<file path="config.mk">
export PLATFORM = sky130hd
export DESIGN_NAME = booth_r4_multiplier
export DESIGN_NICKNAME = d
export VERILOG_FILES = /design/src/rtl/booth_r4_multiplier.sv
export SDC_FILE = /design/constraint.sdc
export NUM_CORES = 1
export LEC_CHECK = 0
export CAP_MARGIN = 10
export CORE_ASPECT_RATIO = 1.5
export CORE_UTILIZATION = 40
export DETAILED_ROUTE_END_ITERATION = 10
export PLACE_DENSITY = 0.61
export SETUP_SLACK_MARGIN = 0.5
export SYNTH_ARGS = -nofsm -noshare
export SYNTH_HDL_FRONTEND = slang
export SYNTH_SLANG_ARGS = --single-unit
</file>
<file path="constraint.sdc">
create_clock -name clk -period 4.32 [get_ports clk]
set_input_delay 0.432 -clock clk [delete_from_list [all_inputs] [get_ports clk]]
set_output_delay 0.432 -clock clk [all_outputs]
set_load 0.01 [all_outputs]
</file>
<file path="src/rtl/booth_r4_multiplier.sv">
// rtl/booth_r4_multiplier.sv - sequential radix-4 Booth multiplier, signed/unsigned, N/2+1 steps
// Optional accumulate-on-completion with acc_clr when BOOTH_ACC_EN is defined.
module booth_r4_multiplier #(
  parameter int N = 8
) (
  input  logic           clk,
  input  logic           rst_n,
  input  logic           start,
  input  logic           mode_signed,
`ifdef BOOTH_ACC_EN
  input  logic           acc_clr,
`endif
  input  logic [N-1:0]   a,
  input  logic [N-1:0]   b,
  output logic [2*N-1:0] data_out,
  output logic           done,
  output logic           busy
);

  localparam int STEPS = N / 2 + 1;
  localparam int CW    = $clog2(STEPS + 1);
  localparam int W     = 2 * N + 2;

  typedef enum logic {IDLE, CALC} state_t;

  state_t         state;
  logic [W-1:0]   mcand_q;
  logic [W-1:0]   acc_q;
  logic [N+1:0]   mplier_q;
  logic           prev_q;
  logic [CW-1:0]  cnt_q;
`ifdef BOOTH_ACC_EN
  logic           acc_clr_q;
`endif

  logic [2:0]     trip;
  logic [W-1:0]   term;
  logic [W-1:0]   acc_next;

  // mcand_q is pre-shifted by 4^i, so the triplet always sits in mplier_q[1:0] plus prev_q
  always_comb begin
    trip = {mplier_q[1:0], prev_q};
    term = '0;
    case (trip)
      3'b001, 3'b010: term = mcand_q;
      3'b011:         term = mcand_q << 1;
      3'b100:         term = -(mcand_q << 1);
      3'b101, 3'b110: term = -mcand_q;
      default:        term = '0;
    endcase
    acc_next = acc_q + term;
  end

  always_ff @(posedge clk or negedge rst_n) begin
    if (!rst_n) begin
      state    <= IDLE;
      mcand_q  <= '0;
      acc_q    <= '0;
      mplier_q <= '0;
      prev_q   <= 1'b0;
      cnt_q    <= '0;
      data_out <= '0;
      done     <= 1'b0;
      busy     <= 1'b0;
`ifdef BOOTH_ACC_EN
      acc_clr_q <= 1'b0;
`endif
    end else begin
      case (state)
        IDLE: begin
          done <= 1'b0;
          if (start) begin
            mcand_q  <= mode_signed ? {{(N+2){a[N-1]}}, a} : {{(N+2){1'b0}}, a};
            mplier_q <= mode_signed ? {{2{b[N-1]}}, b} : {2'b00, b};
            prev_q   <= 1'b0;
            acc_q    <= '0;
            cnt_q    <= '0;
            busy     <= 1'b1;
            state    <= CALC;
`ifdef BOOTH_ACC_EN
            acc_clr_q <= acc_clr;
`endif
          end
        end
        CALC: begin
          acc_q    <= acc_next;
          mcand_q  <= mcand_q << 2;
          mplier_q <= mplier_q >> 2;
          prev_q   <= mplier_q[1];
          cnt_q    <= cnt_q + CW'(1);
          if (cnt_q == CW'(STEPS - 1)) begin
`ifdef BOOTH_ACC_EN
            data_out <= (acc_clr_q ? '0 : data_out) + acc_next[2*N-1:0];
`else
            data_out <= acc_next[2*N-1:0];
`endif
            done  <= 1'b1;
            busy  <= 1'b0;
            state <= IDLE;
          end
        end
        default: state <= IDLE;
      endcase
    end
  end

endmodule

</file>
==> results.cfg, run 1 <==
[global_route]
antenna_found_initial = 0
grt_pass1_vias = 3668
use_met2 = 0.385
grtUsageMet3 = 0.0303
grt.met1_usage = 0.262
grt_usage = 0.222
busiest_layer = met2
gr-total-overflow = 0
grt_pass1_wl_um = 18600
grt_max_degree = 48

[timing]
tns_ns = 0
setup_violations = 0
tightest_slew_ns = 0.585
worst_slack_ns = 0.693
max-slew-margin-rel = 0.607
fin_worst_skew_ns = 0.00567
finalCritPeriodShare = 0.840
rsz0062_at_grt = no
whs_ns = 0.0676
max_freq_mhz = 276
hold_violations = 0
final_max_slew_viol_count = 0
finalCriticalPeriod_ns = 3.63

[critical_path]
endpoint = data_out[15]$_DFFE_PN0P_
r2r_cells = 18
timing.rr.end = data_out[15]$_DFFE_PN0P_
worst_r2r_startpoint = mcand_q[0]$_DFFE_PN0P_
regToRegSetupSlack_ns = 0.69
required_ns = 4.53
critPathCaptureType = flop
critPathArrivalTime_ns = 3.84
worstPathMaxFanout = 5
crit_start = mcand_q[0]$_DFFE_PN0P_
path_class = flop to flop
critPathLaunchType = flop

[placement]
hpwlAfterDp_um = 8450
dpl_cell_area_mm2 = 0.00472
dp.cells = 654
io_buffer_count = 37
post-place-ws_ns = 0.422
globalplace.congestion = 0.982

[drt]
drt_first_iter_violations = 230
wl_per_cell_um = 17.2
drtPass1Iterations = 5
drt-total-wl_um = 11700
drc = 0
avgViaCountPerCell = 5.55
vias = 3762
drtAntennaViolNets = 0

[run]
cap_violations = 0

[clock_network]
cts_root_buf = clkbuf_16
cts_made_buffers = 9
cts_num_sinks = 64
hold_buffers = 0
cts_max_level = 3
cts_tree = done
cts_buffer_depth = 2
clk_pin_slew_ns = 0.06
worstSkewPairLatency_ns = 0.33

[layout]
drive_gt1_frac = 0.134
n_antenna_cell = 0
nFillCells = 951
nNetsFinal = 571
finish.instance_area_mm2 = 0.00519
syn2layout_area_growth_pct = 22.4
finish.cell_count_without_fillers = 678

[worst_hold_path]
hp-class = primary input to asynchronous set/reset pin

[logic_synthesis]
async_reset_ff_frac = 1.00
yosysTopAreaCell = dfrtp_1
synth_edf_count = 0
synth_fp_nets = 541
syn_area_mm2 = 0.00424
synth.most_common_cell = nand2_1
ys_ff_latch = 64
netlist_instances = 502
syn_area_per_cell_um2 = 8.44
synthTopCellsByCount = nand2_1 (80), dfrtp_1 (64), o21ai_0 (48)
ys_warn_count = 0
synthFlopType = dfrtp_1
synth.distinct_cells = 55
yosysSeqAreaShare = 0.378
yosys.area.top_type_share = 0.378
synthTopCellsByArea = dfrtp_1 (38%), nand2_1 (7.1%), o21ai_0 (5.7%)

[power]
p_leak_uw = 0.00233
ir_worst_vdd_uv = 497
p_per_area_mw_per_mm2 = 918

[floorplan]
die-area_mm2 = 0.0110
coreArea_mm2 = 0.0102
rows = 45
die_x_um = 86.0
initial_utilization = 0.416
die_y_um = 128
ios = 38

[run_status]
status = completed
==> power breakdown <==
part           switching (µW)  internal [µW]  leakage (µW)
sequential                299            874      0.000808
clock                     276            463      0.000137
combinational            1580           1270       0.00139
==> area by class of cell <==
class | instances | area (µm²) | share of cell area
well taps | 141 | 176 | 0.0340
multi-input cells | 378 | 2490 | 0.480
inverters | 20 | 75.1 | 0.0145
flip-flops and latches | 64 | 1610 | 0.310
repair buffers | 59 | 531 | 0.102
clock buffers | 10 | 239 | 0.0461
clock inverters | 6 | 68.8 | 0.0133
==> cell families after synthesis <==
| family | after synthesis | share of synthesized area |
|---|---|---|
| AO/OA/AOI/OAI | 147 | 0.220 |
| multiplexers | 25 | 0.0596 |
| buffers and inverters | 60 | 0.0567 |
| flip-flops | 64 | 0.378 |
| XOR/XNOR | 27 | 0.0558 |
| AND/OR/NAND/NOR | 160 | 0.172 |
| adder cells (fa/ha/maj) | 19 | 0.0579 |
==> what timing repair did <==
| action | 4_1_cts | 5_1_grt |
|---|---|---|
| pin swaps | 0 | 6 |
| setup buffers | 1 | 6 |
| hold endpoints to repair | 0 | 0 |
| endpoints found under the setup margin | 3 | 16 |
| gates resized for setup | 3 | 25 |
==> critical path: stages, from the launching register on <==
cell and delay (ns):
dfrtp_1 0.42, inv_2 0.08, ha_2 0.19, nand2b_1 0.12
or4_4 0.44, nand2_1 0.10, xnor2_1 0.09, a22oi_1 0.18
nor2_1 0.05, a221o_1 0.32, ha_4 0.31, nand2_2 0.09
a211oi_4 0.25, nor2_4 0.09, o31ai_2 0.21, xor2_1 0.18
buf_4 0.17, xor2_2 0.14, o21ai_1 0.06
==> per-layer routing <==
metal | vias to the layer above | wire (µm)
li1 | 1820 | -
met1 | 1807 | 4770
met2 | 100 | 6110
met3 | 35 | 354
met4 | 0 | 453
met5 | - | 0
==> per-stage QoR <==
| stage | total power (µW) | util |
|---|---|---|
| 4_1_cts | 4610 | 0.495 |
| 5_1_grt | 5110 | 0.509 |
| 3_3_place_gp | 3780 | 0.463 |
| 2_1_floorplan | 3030 | - |
| 6_report | 4760 | 0.509 |
| 3_5_place_dp | 3810 | 0.463 |
==> how the worst min path moves through the flow <==
stage                           end  cells after the start
6_report           done$_DFFE_PN0P_                      1
5_1_grt            done$_DFFE_PN0P_                      1
4_1_cts            done$_DFFE_PN0P_                      1
3_5_place_dp       done$_DFFE_PN0P_                      1
3_3_place_gp       done$_DFFE_PN0P_                      1
2_1_floorplan  acc_q[0]$_DFFE_PN0P_                      0
==> cell usage in the layout (no fill, tap or decap), types with 5 or more instances in the layout <==
master	n
mux2i_1	23
nor2_1	30
and2_1	6
a21o_1	7
nand3_1	7
dfrtp_1	58
o21ai_0	47
nand2b_1	6
a21oi_1	33
a22o_1	10
xnor2_1	16
dfrtp_2	6
buf_4	22
ha_1	15
xor2_1	10
inv_1	19
clkbuf_16	9
nand2_1	79
nor3_1	5
and3_1	7
clkdlybuf4s50_1	36
a211oi_1	5
a22oi_1	5
==> registers in the layout, indices dropped and copies added (netlist names) <==
signal    cells
acc_q        16
busy          1
cnt_q         3
data_out     16
done          1
mcand_q      16
mplier_q      9
prev_q        1
state         1
Power figures use the tool's default switching activity.
==> inputs of run 2 (changes only) <==
- clock period: 4.32 -> 3.8 ns (I/O delays scaled with it)
==> results.cfg, run 2 (synthesis gave the netlist of run 1 again) <==
[run_status]
status = completed

[drt]
avgViaCountPerCell = 5.57
drtAntennaViolNets = 0
drc = 0
drt_first_iter_violations = 227
vias = 3944
wl_per_cell_um = 17.5
drt-total-wl_um = 12400
drtPass1Iterations = 4

[layout]
multi_input_area_mm2 = 0.00268
n_antenna_cell = 0
top_regs = acc_q: 16 flops, data_out: 16 flops, mcand_q: 16 flops
final_cell_mix = nand2_1 (74), dfrtp_1 (58), buf_4 (45)
nNetsFinal = 601
final_common_cell = nand2_1
drive_gt1_frac = 0.226
regArea_mm2 = 0.00161
finish.cell_count_without_fillers = 708
syn2layout_area_growth_pct = 32.2
nFillCells = 918

[floorplan]
die_x_um = 86.0
coreArea_mm2 = 0.0102
die-area_mm2 = 0.0110
rows = 45
die_y_um = 128
initial_utilization = 0.416
ios = 38

[timing]
max-slew-margin-rel = 0.417
tns_ns = 0
rsz0062_at_grt = yes
hold_violations = 0
finalCritPeriodShare = 0.910
fin_worst_skew_ns = 0.00926
max_freq_mhz = 289
final_max_slew_viol_count = 0
setup_violations = 0
finalCriticalPeriod_ns = 3.46
tightest_slew_ns = 0.872

[placement]
dp.cells = 671
io_buffer_count = 37
globalplace.congestion = 0.939
hpwlAfterDp_um = 8770

[global_route]
grt_max_degree = 41
gr-total-overflow = 0
grt_usage = 0.235
grt_pass1_wl_um = 19700
grt_pass1_vias = 3884
antenna_found_initial = 0

[clock_network]
cts_made_buffers = 9
hold_buffers = 0
cts_root_buf = clkbuf_16
cts_buffer_depth = 2
cts_num_sinks = 64
worstSkewPairLatency_ns = 0.33
clk_pin_slew_ns = 0.06
cts_tree = done
cts_max_level = 3

[critical_path]
r2r_cells = 16
path_class = flop to flop
critPathMaxStageDelay_ns = 0.38
path_cells = buf_4 -> nor3_4 -> buf_6 -> nand4b_1 -> nor3_2 -> xnor2_1 -> a22oi_1 -> a21oi_2 -> ha_4 -> a21oi_1 -> o21ai_0 -> a41oi_2 -> o31ai_2 -> xor2_1 -> xor2_1 -> o21ai_1
critPathLaunchType = flop
path_buf_inv = 2
timing.rr.end = data_out[15]$_DFFE_PN0P_
path_depth = 16
worstPathMaxFanout = 9
worst_r2r_startpoint = mcand_q[0]$_DFFE_PN0P_
crit_top_cell = xor2_1
critPathCaptureType = flop
required_ns = 3.98
endpoint = data_out[15]$_DFFE_PN0P_
crit_start = mcand_q[0]$_DFFE_PN0P_
cp_top_family = compound AO/OA/AOI/OAI gates
cpMaxStageDelayCell = dfrtp_1
critPathArrivalTime_ns = 3.63
regToRegSetupSlack_ns = 0.34

[worst_hold_path]
hp-class = primary input to asynchronous set/reset pin

[power]
p_leak_uw = 0.00253
switching_power_uw = 2660
switching_share = 0.437
combPwrFrac = 0.660
clkPwrFrac = 0.125
p_int_uw = 3430
seqPwrFrac = 0.215
ir_worst_vdd_uv = 557
p_per_area_mw_per_mm2 = 1090

[run]
cap_violations = 0
## run 2: changes by cell type in the layout (fill, tap and decap cells not counted), sizes merged
cell,before,now
buf,23,53
clkinvlp,4,2
bufinv,1,0
clkbuf,10,11
clkinv,1,3
## run 2: worst min path at each step
stage                                  startpoint                       to  slack, ns
after floorplan                             rst_n     acc_q[0]$_DFFE_PN0P_       0.08
after global placement    data_out[7]$_DFFE_PN0P_  data_out[7]$_DFFE_PN0P_       0.46
after detailed placement  data_out[7]$_DFFE_PN0P_  data_out[7]$_DFFE_PN0P_       0.46
after CTS                                   rst_n     cnt_q[0]$_DFFE_PN0P_       0.20
after global routing                        rst_n     cnt_q[0]$_DFFE_PN0P_       0.23
final                                       rst_n     cnt_q[0]$_DFFE_PN0P_       0.16
## run 2: power by group through the flow
stage / clock network (µW) / registers (µW) / logic [µW]
2_1_floorplan: 0 / 1180 / 2290
3_3_place_gp: 0 / 1290 / 3090
3_5_place_dp: 0 / 1300 / 3140
4_1_cts: 780 / 1300 / 3670
5_1_grt: 807 / 1350 / 4380
6_report: 763 / 1310 / 4020
## run 2: repair_timing
action                     CTS  global route
pin swaps                   22            23
setup endpoints to repair   18            19
resized for setup           47            29
setup buffers               16             5
hold endpoints to repair     0             0
## run 2: metrics by stage
stage,hold slack [ns],total power [µW],instance area [µm²],utilization,setup WS (ns)
2_1_floorplan,0.0844,3470,4250,-,0.491
3_3_place_gp,0.458,4390,4880,0.479,0.0946
3_5_place_dp,0.462,4450,4880,0.479,0.0579
4_1_cts,0.198,5740,5470,0.536,0.331
5_1_grt,0.230,6530,5600,0.550,0.170
6_report,0.155,6090,5600,0.550,0.343
## run 2: worst register-to-register path, stage by stage (launching register included)
cell and delay (ns):
dfrtp_1 0.38, buf_4 0.17, nor3_4 0.30, buf_6 0.17, nand4b_1 0.20, nor3_2 0.23
xnor2_1 0.17, a22oi_1 0.13, a21oi_2 0.19, ha_4 0.25, a21oi_1 0.16, o21ai_0 0.12
a41oi_2 0.20, o31ai_2 0.10, xor2_1 0.27, xor2_1 0.20, o21ai_1 0.07
## run 2: area by class of cell
| cell class | instances | area share |
|---|---|---|
| Multi-Input combinational cell | 378 | 0.478 |
| Sequential cell | 64 | 0.287 |
| Timing Repair Buffer | 89 | 0.141 |
| Clock buffer | 11 | 0.0433 |
| Tap cell | 141 | 0.0315 |
| Inverter | 20 | 0.0134 |
| Clock inverter | 5 | 0.00603 |
## run 2: layer usage
metal | global-route usage | share of wire
met1 | 0.271 | 0.40
met2 | 0.401 | 0.52
met3 | 0.0361 | 0.031
met4 | 0.154 | 0.049
met5 | 0 | 0
==> inputs of run 3 (changes only) <==
- clock period: 3.8 -> 4.5 ns (I/O delays scaled with it)
==> results.cfg, run 3 (synthesis gave the netlist of run 1 again) <==
[layout]
drive_gt1_frac = 0.0909
syn2layout_area_growth_pct = 19.9
final_common_cell = nand2_1
regArea_mm2 = 0.00161
multi_input_area_mm2 = 0.00243
nFillCells = 966
n_antenna_cell = 0
top_regs = acc_q: 16 flops, data_out: 16 flops, mcand_q: 16 flops
finish.cell_count_without_fillers = 669
nNetsFinal = 563
final_cell_mix = nand2_1 (80), dfrtp_1 (61), o21ai_0 (47)

[timing]
tightest_slew_ns = 0.690
max_freq_mhz = 264
setup_violations = 0
fin_worst_skew_ns = 0.00643
rsz0062_at_grt = no
max-slew-margin-rel = 0.540
finalCriticalPeriod_ns = 3.79
worst_slack_ns = 0.713
hold_violations = 0
tns_ns = 0
finalCritPeriodShare = 0.842
final_max_slew_viol_count = 0

[clock_network]
cts_tree = done
clk_pin_slew_ns = 0.05
cts_root_buf = clkbuf_16
cts_buffer_depth = 2
worstSkewPairLatency_ns = 0.33
hold_buffers = 0
cts_made_buffers = 9
cts_num_sinks = 64
cts_max_level = 3

[critical_path]
worst_r2r_startpoint = mcand_q[0]$_DFFE_PN0P_
critPathArrivalTime_ns = 4.00
critPathCaptureType = flop
required_ns = 4.71
timing.rr.end = data_out[15]$_DFFE_PN0P_
r2r_cells = 18
worstPathMaxFanout = 6
regToRegSetupSlack_ns = 0.71
path_class = flop to flop
critPathLaunchType = flop

[drt]
drt-total-wl_um = 11200
drt_first_iter_violations = 202
drc = 0
drtPass1Iterations = 5
drtAntennaViolNets = 0
avgViaCountPerCell = 5.54
vias = 3704
wl_per_cell_um = 16.8

[power]
p_per_area_mw_per_mm2 = 884
p_leak_uw = 0.00231
ir_worst_vdd_uv = 432

[global_route]
busiest_layer = met2
grt_max_degree = 48
grt_usage = 0.218
grt.met1_usage = 0.252
gr-total-overflow = 0
grtUsageMet3 = 0.0367
grt_pass1_wl_um = 18200
grt_pass1_vias = 3605
use_met2 = 0.385
antenna_found_initial = 0

[floorplan]
coreArea_mm2 = 0.0102
die_y_um = 128
initial_utilization = 0.416
ios = 38
die-area_mm2 = 0.0110
die_x_um = 86.0
rows = 45

[placement]
globalplace.congestion = 0.991
hpwlAfterDp_um = 8340
post-place-ws_ns = 0.556
dp.cells = 650
io_buffer_count = 37

[run_status]
status = completed

[run]
cap_violations = 0

[worst_hold_path]
hp-class = primary input to asynchronous set/reset pin
-- run 3: changes by cell type in the layout (fill, tap and decap cells not counted), moves of 4 or more --
| cell | delta |
|---|---|
| o21ai_0 | +10 |
| ha_1 | +5 |
| buf_4 | -31 |
| o21ai_1 | -8 |
| ha_4 | -5 |
| nand2_1 | +6 |
| buf_6 | -6 |
| nand2_2 | -4 |
-- run 3: worst max-delay path, stage by stage, from the launching register on --
cell,delay (ns)
dfrtp_1,0.43
inv_1,0.11
ha_1,0.20
nand2b_1,0.12
or4_1,0.45
nand2_1,0.10
xnor2_1,0.10
a22oi_1,0.21
nor2_1,0.06
a221o_1,0.34
ha_4,0.30
nand2_1,0.11
a211oi_2,0.18
nor2_2,0.11
o31ai_2,0.27
xor2_1,0.17
buf_4,0.15
xor2_1,0.17
o21ai_1,0.07
-- run 3: cell type report --
type / instances / area share
clock buffers: 12 / 0.0505
flip-flops and latches: 64 / 0.316
multi-input cells: 378 / 0.479
repair buffers: 51 / 0.0926
inverters: 20 / 0.0148
clock inverters: 3 / 0.0128
well taps: 141 / 0.0347
-- run 3: timing repair --
item	CTS	global route
resized for setup	0	12
endpoints found under the setup margin	0	9
buffers inserted	0	4
-- run 3: report_power, final --
group / switching (µW) / internal, µW / total (µW)
Combinational: 1420 / 1170 / 2590
Sequential: 311 / 837 / 1150
Clock: 242 / 511 / 753
Total: 1970 / 2520 / 4490
-- run 3: metrics by stage --
| stage | power, µW | cell area, µm² | util | hold slack (ns) |
|---|---|---|---|---|
| 2_1_floorplan | 2910 | 4240 | - | 0.154 |
| 3_3_place_gp | 3590 | 4690 | 0.460 | 0.442 |
| 3_5_place_dp | 3620 | 4690 | 0.460 | 0.444 |
| 4_1_cts | 4400 | 5010 | 0.492 | 0.0884 |
| 5_1_grt | 4850 | 5080 | 0.499 | 0.120 |
| 6_report | 4490 | 5080 | 0.499 | 0.0775 |
-- run 3: per-layer routing --
metal  vias to the layer above  share of wire
met4                         0          0.035
met3                        24          0.030
li1                       1818              -
met1                      1780           0.40
met5                         -              0
met2                        82           0.53
-- run 3: worst max path at each step --
stage / startpoint / end / slack [ns] / depth (start not counted)
after floorplan: mcand_q[0]$_DFFE_PN0P_ / data_out[15]$_DFFE_PN0P_ / 1.13 / 17
after global placement: mcand_q[0]$_DFFE_PN0P_ / data_out[15]$_DFFE_PN0P_ / 0.55 / 17
after detailed placement: mcand_q[0]$_DFFE_PN0P_ / data_out[15]$_DFFE_PN0P_ / 0.56 / 17
after CTS: mcand_q[0]$_DFFE_PN0P_ / data_out[15]$_DFFE_PN0P_ / 0.51 / 17
after global routing: mcand_q[4]$_DFFE_PN0P_ / data_out[14]$_DFFE_PN0P_ / 0.47 / 15
final: mcand_q[0]$_DFFE_PN0P_ / data_out[15]$_DFFE_PN0P_ / 0.71 / 18
